`src/rtl/npc_ras_unit.sv`:
```
// Next-PC unit: architectural PC, MIPS branch/jump target selection, exception redirect,
// and a circular return-address stack that scores every `jr $ra` against its prediction.
module npc_ras_unit #(
    parameter logic [31:0] RESET_PC   = 32'h0000_3000,
    parameter logic [31:0] EXC_VECTOR = 32'h0000_4180,
    parameter int          RAS_DEPTH  = 4,
    parameter int          CNT_W      = 16
) (
    input  logic             clk,
    input  logic             rst,
    input  logic             stall,
    input  logic             exc,
    input  logic [3:0]       op,
    input  logic             zero,
    input  logic             gez,
    input  logic [25:0]      imm,
    input  logic [31:0]      reg_data,
    input  logic             is_ret,
    output logic [31:0]      pc,
    output logic [31:0]      pcplus4,
    output logic [31:0]      npc,
    output logic [31:0]      ras_top,
    output logic             ras_empty,
    output logic [CNT_W-1:0] ret_cnt,
    output logic [CNT_W-1:0] mispred_cnt
);
    localparam int PW = $clog2(RAS_DEPTH);
    localparam logic [PW:0]      DEPTH_C = (PW+1)'(RAS_DEPTH);
    localparam logic [CNT_W-1:0] CNT_MAX = '1;

    typedef enum logic [3:0] {
        OP_PLUS4 = 4'd0,
        OP_BEQ   = 4'd1,
        OP_BNE   = 4'd2,
        OP_BGEZ  = 4'd3,
        OP_BGTZ  = 4'd4,
        OP_BLEZ  = 4'd5,
        OP_BLTZ  = 4'd6,
        OP_J     = 4'd7,
        OP_JAL   = 4'd8,
        OP_JR    = 4'd9,
        OP_JALR  = 4'd10
    } op_e;

    logic [31:0]      pc_reg;
    logic [PW-1:0]    ptr_reg;
    logic [PW:0]      count_reg;
    logic [31:0]      entry_reg [RAS_DEPTH];
    logic [CNT_W-1:0] ret_cnt_reg;
    logic [CNT_W-1:0] mispred_cnt_reg;

    logic [31:0]   branch_target;
    logic [31:0]   jump_target;
    logic [PW-1:0] ptr_dec;
    logic          advance;
    logic          do_push;
    logic          do_pop;
    logic          pop_miss;

    assign pcplus4       = pc_reg + 32'd4;
    assign branch_target = pcplus4 + {{14{imm[15]}}, imm[15:0], 2'b00};
    assign jump_target   = {pcplus4[31:28], imm, 2'b00};
    assign ptr_dec       = ptr_reg - PW'(1);

    // Exceptions pre-empt the architectural effects of the current instruction.
    assign advance  = !stall && !exc;
    assign do_push  = advance && (op == OP_JAL || op == OP_JALR);
    assign do_pop   = advance && (op == OP_JR) && is_ret;
    assign pop_miss = (count_reg == '0) || (entry_reg[ptr_dec] != reg_data);

    always_comb begin
        npc = pcplus4;
        case (op)
            OP_BEQ:          if (zero)         npc = branch_target;
            OP_BNE:          if (!zero)        npc = branch_target;
            OP_BGEZ:         if (gez)          npc = branch_target;
            OP_BGTZ:         if (gez && !zero) npc = branch_target;
            OP_BLEZ:         if (zero || !gez) npc = branch_target;
            OP_BLTZ:         if (!gez)         npc = branch_target;
            OP_J, OP_JAL:    npc = jump_target;
            OP_JR, OP_JALR:  npc = reg_data;
            default:         npc = pcplus4;
        endcase
    end

    always_ff @(posedge clk or posedge rst) begin
        if (rst) begin
            pc_reg <= RESET_PC;
        end else if (exc) begin
            pc_reg <= EXC_VECTOR;
        end else if (!stall) begin
            pc_reg <= npc;
        end
    end

    // When full, a push lands on the oldest slot and the depth stays pinned at RAS_DEPTH.
    always_ff @(posedge clk or posedge rst) begin
        if (rst) begin
            ptr_reg   <= '0;
            count_reg <= '0;
            for (int i = 0; i < RAS_DEPTH; i++) begin
                entry_reg[i] <= '0;
            end
        end else if (do_push) begin
            entry_reg[ptr_reg] <= pcplus4;
            ptr_reg            <= ptr_reg + PW'(1);
            if (count_reg != DEPTH_C) begin
                count_reg <= count_reg + (PW+1)'(1);
            end
        end else if (do_pop && count_reg != '0) begin
            ptr_reg   <= ptr_dec;
            count_reg <= count_reg - (PW+1)'(1);
        end
    end

    always_ff @(posedge clk or posedge rst) begin
        if (rst) begin
            ret_cnt_reg     <= '0;
            mispred_cnt_reg <= '0;
        end else if (do_pop) begin
            if (ret_cnt_reg != CNT_MAX) begin
                ret_cnt_reg <= ret_cnt_reg + CNT_W'(1);
            end
            if (pop_miss && mispred_cnt_reg != CNT_MAX) begin
                mispred_cnt_reg <= mispred_cnt_reg + CNT_W'(1);
            end
        end
    end

    assign pc          = pc_reg;
    assign ras_empty   = (count_reg == '0);
    assign ras_top     = ras_empty ? 32'd0 : entry_reg[ptr_dec];
    assign ret_cnt     = ret_cnt_reg;
    assign mispred_cnt = mispred_cnt_reg;

endmodule
```
`config.mk`:
```
export PLATFORM = sky130hd
export DESIGN_NAME = npc_ras_unit
export DESIGN_NICKNAME = d
export VERILOG_FILES = /design/src/rtl/npc_ras_unit.sv
export SDC_FILE = /design/constraint.sdc
export NUM_CORES = 1
export LEC_CHECK = 0
export BUFFER_PORTS_ARGS = -buffer_cell sky130_fd_sc_hd__buf_2
export CORE_MARGIN = 2
export CORE_UTILIZATION = 50
export DETAILED_ROUTE_END_ITERATION = 10
export PLACE_DENSITY = 0.73
export SLEW_MARGIN = 10
export SYNTH_ARGS = -nofsm -noshare
export SYNTH_HDL_FRONTEND = slang
export SYNTH_SLANG_ARGS = --single-unit
```
`constraint.sdc`:
```
create_clock -name clk -period 7.7 [get_ports clk]
set_clock_uncertainty 0.05 [all_clocks]
set_input_delay 1.155 -clock clk [delete_from_list [all_inputs] [get_ports clk]]
set_output_delay 1.155 -clock clk [all_outputs]
set_load 0.1 [all_outputs]
```
==> results of run 1 <==
## Yosys cell counts (6+ instances only)
master / number / share of area
xor2_1: 51 / 0.035
nand4_1: 24 / 0.012
a222oi_1: 19 / 0.015
o21bai_1: 6 / 0.0035
buf_2: 11 / 0.0043
a22oi_1: 11 / 0.0064
clkbuf_1: 60 / 0.017
and3_1: 9 / 0.0044
o211ai_1: 8 / 0.0047
nor2_1: 66 / 0.019
mux2_2: 10 / 0.0087
mux2i_1: 38 / 0.029
a211oi_1: 12 / 0.0070
nand2_1: 211 / 0.061
mux4_2: 22 / 0.038
and2_1: 13 / 0.0063
nand2b_1: 12 / 0.0058
inv_1: 73 / 0.021
xnor2_1: 55 / 0.037
a21oi_1: 58 / 0.023
nand3_1: 37 / 0.014
nor2b_1: 34 / 0.016
nor3_1: 18 / 0.0070
a21o_1: 8 / 0.0047
ha_1: 38 / 0.037
o21a_1: 18 / 0.010
o21ai_0: 159 / 0.062
nor4_1: 7 / 0.0034
o221ai_1: 6 / 0.0041
dfrtp_1: 195 / 0.38
a22o_1: 7 / 0.0048
## cell families after synthesis
group,Yosys count,synth area share
buf+inv,156,0.05026
xor+xnor,107,0.07325
compound gates,387,0.1972
flops,197,0.3825
mux,72,0.07868
simple gates,467,0.1781
fa+ha+maj,40,0.03997
## through the flow
stage	utilization	area [µm²]	cells	hold slack (ns)
after floorplan	-	12900	1426	0.3946
after global placement	0.5624	14200	1912	0.4061
after detailed placement	0.5624	14200	1912	0.4176
after CTS	0.5867	14820	1944	0.4343
after global routing	0.5868	14820	1945	0.4581
final	0.5869	14820	1946	0.4312
## routing by layer
| layer | routed length, µm | global-route usage | vias to the layer above |
|---|---|---|---|
| li1 | - | - | 5452 |
| met1 | 17850 | 0.4483 | 5853 |
| met2 | 19770 | 0.4998 | 600 |
| met3 | 4664 | 0.08564 | 94 |
| met4 | 1291 | 0.09684 | 2 |
| met5 | 13 | 0 | - |
## worst paths after layout
kind                            cells after the start  slack, ns                        end
worst max-delay path                               16       1.14                    npc[29]
worst min-delay path                                2       0.43  entry_reg[11]$_DFFE_PP0P_
worst max register to register                     15       3.02         pc[31]$_DFFE_PP0P_
worst min register to register                      2       0.43  entry_reg[11]$_DFFE_PP0P_
max in group asynchronous                           3       5.15     ptr_reg[0]$_DFFE_PP0P_
min in group asynchronous                           2       0.78   entry_reg[0]$_DFFE_PP0P_
## power groups by stage
| stage | combinational [mW] | clock, mW | sequential (mW) |
|---|---|---|---|
| CTS | 2.27 | 0.936 | 1.28 |
| finish | 2.28 | 0.930 | 1.28 |
| global placement | 2.25 | 0 | 1.29 |
| global route | 2.39 | 0.979 | 1.30 |
| floorplan | 1.75 | 0 | 1.39 |
| detailed placement | 2.26 | 0 | 1.30 |
## layout make-up
class,instances,share of cell area
Sequential cell,197,0.3329
Antenna cell,2,0.0003377
Clock inverter,15,0.01266
Tap cell,330,0.02786
Inverter,73,0.01900
Timing Repair Buffer,239,0.08240
Clock buffer,17,0.02870
Multi-Input combinational cell,1073,0.4962
## worst max-delay path: stages (launching register included)
cell and delay [ns]:
dfrtp_1 0.57, ha_1 0.26, nand3_1 0.18, nor4_4 0.53, nand3_1 0.17, xor2_1 0.37, inv_1 0.19, ha_1 0.40
a21o_1 0.28, a22o_1 0.22, a2bb2oi_1 0.16, a311o_1 0.33, a41oi_1 0.34, and4_1 0.25, nor3_1 0.07, a21oi_1 0.13
buf_2 0.45
==> impl_metrics.yaml, run 1 <==
yosys:
  synth_enable_flop_cells: 0
  share_of_synthesized_registers_carrying_an_async_set_or_reset: 1.000
  syn-num-nets: 1535
  synth.distinct_cells: 88
  synth-seq-area-share: 0.3825
  ys_ff_latch: 197
  syn-cell-area_um2: 12900
  syn_area_per_cell_um2: 9.044
  netlist_instances: 1426
  ys_dominant_reg_cell: "dfrtp_1"
  yosysWarningCount: 0
place:
  globalplace.congestion: 0.9932
  place.port_buffers: 229
  hpwl_mm: 32.36
  post-place-ws_ns: 1.743
die:
  fp.coreArea_um2: 25250
  chipWidth_um: 164.6
  effective_utilization_at_floorplan: 0.5107
  floorplan.die.height_um: 164.6
  row_count: 58
  io_pins: 230
  dieArea_um2: 27090
global_routing:
  grt.overflow.total: 0
  grt_max_degree: 120
  grt_pass1_wl_mm: 66.25
  grt_usage: 0.3236
  first_global_vias: 11270
  antenna_found_initial: 3
power_and_ir_drop:
  total_power_mw: 4.489
  total_switching_power_mw: 2.283
  p_per_area_nw_per_um2: 302.9
  power.internal_mw: 2.206
  ir_worst_vdd_uv: 348.9
  clock_power_share: 0.207
  power.share.switching: 0.5085
  p_comb_frac: 0.507
  seqPwrFrac: 0.285
  p_leak_nw: 7.095
setup_path:
  critical_path_peak_fanout: 11
  timing.setup.critical_path_class: "reg -> out"
  worstReg2RegStart: "pc[2]$_DFFE_PP0P_"
  timing.critical_path.from_type: "register"
  timing.critical_path.to_type: "output port"
  cp-startpoint: "pc[2]$_DFFE_PP0P_"
  critical_path_required_ns: 6.49
  worst-endpoint-arrival_ns: 5.35
timing:
  setup_ws_ns: 1.142
  final.setup.tns_ns: 0
  clock.fmax_ghz: 0.1525
  rsz0062_at_grt: "no"
  finalSetupViolCount: 0
  crit_share_post_route: 0.8517
  worst_pin_slew_ns: 1.305
  final.min_clock_period_ns: 6.558
  slew_headroom: 0.1300
  timing.final.max_slew_violations: 0
  hold_viol_final: 0
cts:
  cts_sinks: 197
  cts-buffers-inserted: 17
  clkLatencyLatePin_ns: 0.45
  tritoncts: "yes"
  cts_root_buffer: "clkbuf_16"
  ctsHtreeMaxLevel: 4
  cts_hold_buf: 0
  clock_path_buffers: 2
  clk_pin_slew_ns: 0.08
  cts_repair_resizes: 0
  post_cts_buffers: 0
detailed_routing:
  dr.pass1.iters: 7
  routed_wire_length_per_instance_um: 22.40
  post_drt_via_cell_ratio: 6.167
  drc_errors: 0
  postRouteWirelength_mm: 43.59
  route.antenna.remaining_nets: 0
  detailroute.via_count: 12000
  drt_iter0_drc: 1391
final_layout:
  areaGrowthSynthToFinish_pct: 14.92
  largest_register_ff_count: 128
  multi_input_area_um2: 7353
  fillers: 2276
  drive_gt1_frac: 0.2131
  register_area_um2: 4933
  leading_cell_types_in_the_layout_fill_and_taps_excluded: "buf_2 (229), nand2_1 (207), dfrtp_1 (194)"
  mostFrequentLayoutCell: "buf_2"
  nets_finish: 1710
outcome:
  outcome: "complete, no violations"
worst_hold_path:
  min_from: "entry_reg[11]$_DFFE_PP0P_"
  type_of_the_tightest_min_delay_check: "reg -> reg"
run:
  max_cap_violations: 0
Note: power is estimated with default switching activity, not from simulation.
==> inputs of run 2 (changes only) <==
--- a/config.mk
+++ b/config.mk
@@ -6,11 +6,11 @@
 export NUM_CORES = 1
 export LEC_CHECK = 0
 export BUFFER_PORTS_ARGS = -buffer_cell sky130_fd_sc_hd__buf_2
-export CORE_MARGIN = 2
+export CORE_MARGIN = 3
 export CORE_UTILIZATION = 50
 export DETAILED_ROUTE_END_ITERATION = 10
 export PLACE_DENSITY = 0.73
-export SLEW_MARGIN = 10
+export SLEW_MARGIN = 40
 export SYNTH_ARGS = -nofsm -noshare
 export SYNTH_HDL_FRONTEND = slang
 export SYNTH_SLANG_ARGS = --single-unit
==> run 2 against run 1 <==
Compared with the run above: cell count is 0.10% lower; die area is 2.4% higher; clock power is 2.4% lower; count of clock-buffer cells in the layout is 1 higher; critical endpoint is now npc[31]; largest cell class unchanged; largest power group unchanged; highest routed layer is now met4.
==> impl_metrics.yaml, run 2 (synthesized netlist as in run 1, its figures left out) <==
power_and_ir_drop:
  clock_power_share: 0.202
  seqPwrFrac: 0.286
  p_comb_frac: 0.512
  power.share.switching: 0.5070
  ir_worst_vdd_uv: 253.9
  total_switching_power_mw: 2.275
  p_per_area_nw_per_um2: 302.6
  p_leak_nw: 7.115
  power.internal_mw: 2.212
detailed_routing:
  detailroute.via_count: 12050
  post_drt_via_cell_ratio: 6.201
  route.antenna.remaining_nets: 0
  postRouteWirelength_mm: 43.31
  drc_errors: 0
  routed_wire_length_per_instance_um: 22.28
  dr.pass1.iters: 6
  drt_iter0_drc: 1270
cts:
  post_cts_buffers: 0
  clkLatencyLatePin_ns: 0.45
  ctsHtreeMaxLevel: 4
  cts_sinks: 197
  cts_hold_buf: 0
  tritoncts: "yes"
  clock_path_buffers: 2
  cts-buffers-inserted: 17
  clk_pin_slew_ns: 0.08
  cts_repair_resizes: 0
  cts_root_buffer: "clkbuf_16"
setup_path:
  critical_path_required_ns: 6.49
  crit_slowest_cell: "dfrtp_1"
  path_depth: 16
  crit_path_frequent_cell: "ha_1"
  timing.setup.critical_path_class: "reg -> out"
  critical_path_peak_fanout: 11
  critical_path.top_delay_family: "simple AND/OR/NAND/NOR gates"
  timing.critical_path.from_type: "register"
  worstReg2RegStart: "pc[2]$_DFFE_PP0P_"
  critical_path.n_buffers_inverters: 2
  worst-endpoint-arrival_ns: 5.33
  worstPathCellList: "ha_1 -> nand3_1 -> nor4_4 -> nand4_1 -> xor2_1 -> inv_1 -> ha_1 -> nand2_1 -> o21ai_0 -> o211ai_1 -> nand2b_1 -> o41ai_4 -> o31a_1 -> mux2i_1 -> or3b_1 -> buf_2"
  timing.critical_path.to_type: "output port"
  cp-startpoint: "pc[2]$_DFFE_PP0P_"
  r2r_cells: 15
  critical-path-max-stage-delay_ns: 0.57
timing:
  final.min_clock_period_ns: 6.538
  rsz0062_at_grt: "no"
  hold_viol_final: 0
  fin_hold_ws_ns: 0.4281
  slew_headroom: 0.4246
  timing.final.max_slew_violations: 0
  finalSetupViolCount: 0
  crit_share_post_route: 0.8491
  clock.fmax_ghz: 0.1530
  worst_pin_slew_ns: 0.8569
  final.setup.tns_ns: 0
global_routing:
  grt_max_degree: 134
  grt_pass1_wl_mm: 67.39
  grt_usage: 0.3078
  grt.overflow.total: 0
  first_global_vias: 11480
  antenna_found_initial: 1
die:
  chipWidth_um: 166.6
  row_count: 58
  dieArea_um2: 27760
  io_pins: 230
  fp.coreArea_um2: 25250
  effective_utilization_at_floorplan: 0.5107
  floorplan.die.height_um: 166.6
place:
  dpl_cell_area_um2: 14210
  globalplace.congestion: 0.9792
  hpwl_mm: 32.21
  place.port_buffers: 229
final_layout:
  leading_cell_types_in_the_layout_fill_and_taps_excluded: "buf_2 (229), nand2_1 (207), dfrtp_1 (194)"
  antenna_cells: 0
  final_design_area_no_fill_um2: 14830
  areaGrowthSynthToFinish_pct: 15.00
  nets_finish: 1710
  mostFrequentLayoutCell: "buf_2"
  largest_register_ff_count: 128
  drive_gt1_frac: 0.2144
run:
  max_cap_violations: 0
worst_hold_path:
  type_of_the_tightest_min_delay_check: "reg -> reg"
  hold_depth: 2
  min_from: "entry_reg[78]$_DFFE_PP0P_"
outcome:
  outcome: "complete, no violations"
## run 2: final cells by class
| class | count | area (µm²) |
|---|---|---|
| Clock buffer | 18 | 429.2 |
| Inverter | 73 | 286.5 |
| Fill cell | 2237 | 10420 |
| Tap cell | 330 | 412.9 |
| Clock inverter | 14 | 166.4 |
| Sequential cell | 197 | 4933 |
| Timing Repair Buffer | 239 | 1225 |
| Multi-Input combinational cell | 1073 | 7377 |
## run 2: worst min-delay path, stage by stage, from the launching register on
cell     delay, ns
dfrtp_1       0.34
nand2_1       0.04
o21ai_0       0.06
## run 2: worst paths after layout
| check | endpoint | slack, ns |
|---|---|---|
| worst min register to register | entry_reg[78]$_DFFE_PP0P_ | 0.43 |
| worst max register to register | pc[31]$_DFFE_PP0P_ | 3.03 |
| worst max-delay path | npc[31] | 1.16 |
| max in group asynchronous | pc[31]$_DFFE_PP0P_ | 5.74 |
| worst min-delay path | entry_reg[78]$_DFFE_PP0P_ | 0.43 |
| min in group asynchronous | mispred_cnt[5]$_DFFE_PP0P_ | 0.76 |
## run 2: power groups by stage
stage               clock network (mW)  logic, mW  registers (mW)
finish                           0.908       2.30            1.28
global route                     0.962       2.41            1.30
CTS                              0.914       2.28            1.28
detailed placement                   0       2.27            1.30
global placement                     0       2.25            1.29
floorplan                            0       1.75            1.39
## run 2: through the flow
stage,utilization,worst slack [ns],cells,power (mW)
floorplan,-,0.1448,1426,3.140
global placement,0.5621,1.890,1912,3.539
detailed placement,0.5628,1.753,1912,3.570
CTS,0.5864,1.257,1944,4.475
global route,0.5872,0.8514,1944,4.668
finish,0.5872,1.162,1944,4.487
## run 2: metal layers
metal	part of all wire	wire (µm)	GRT usage	vias up
li1	-	-	-	5440
met1	0.40	17310	0.4230	5850
met2	0.46	19730	0.4782	671
met3	0.11	4912	0.08284	93
met4	0.031	1353	0.09900	0
met5	0	0	0	-
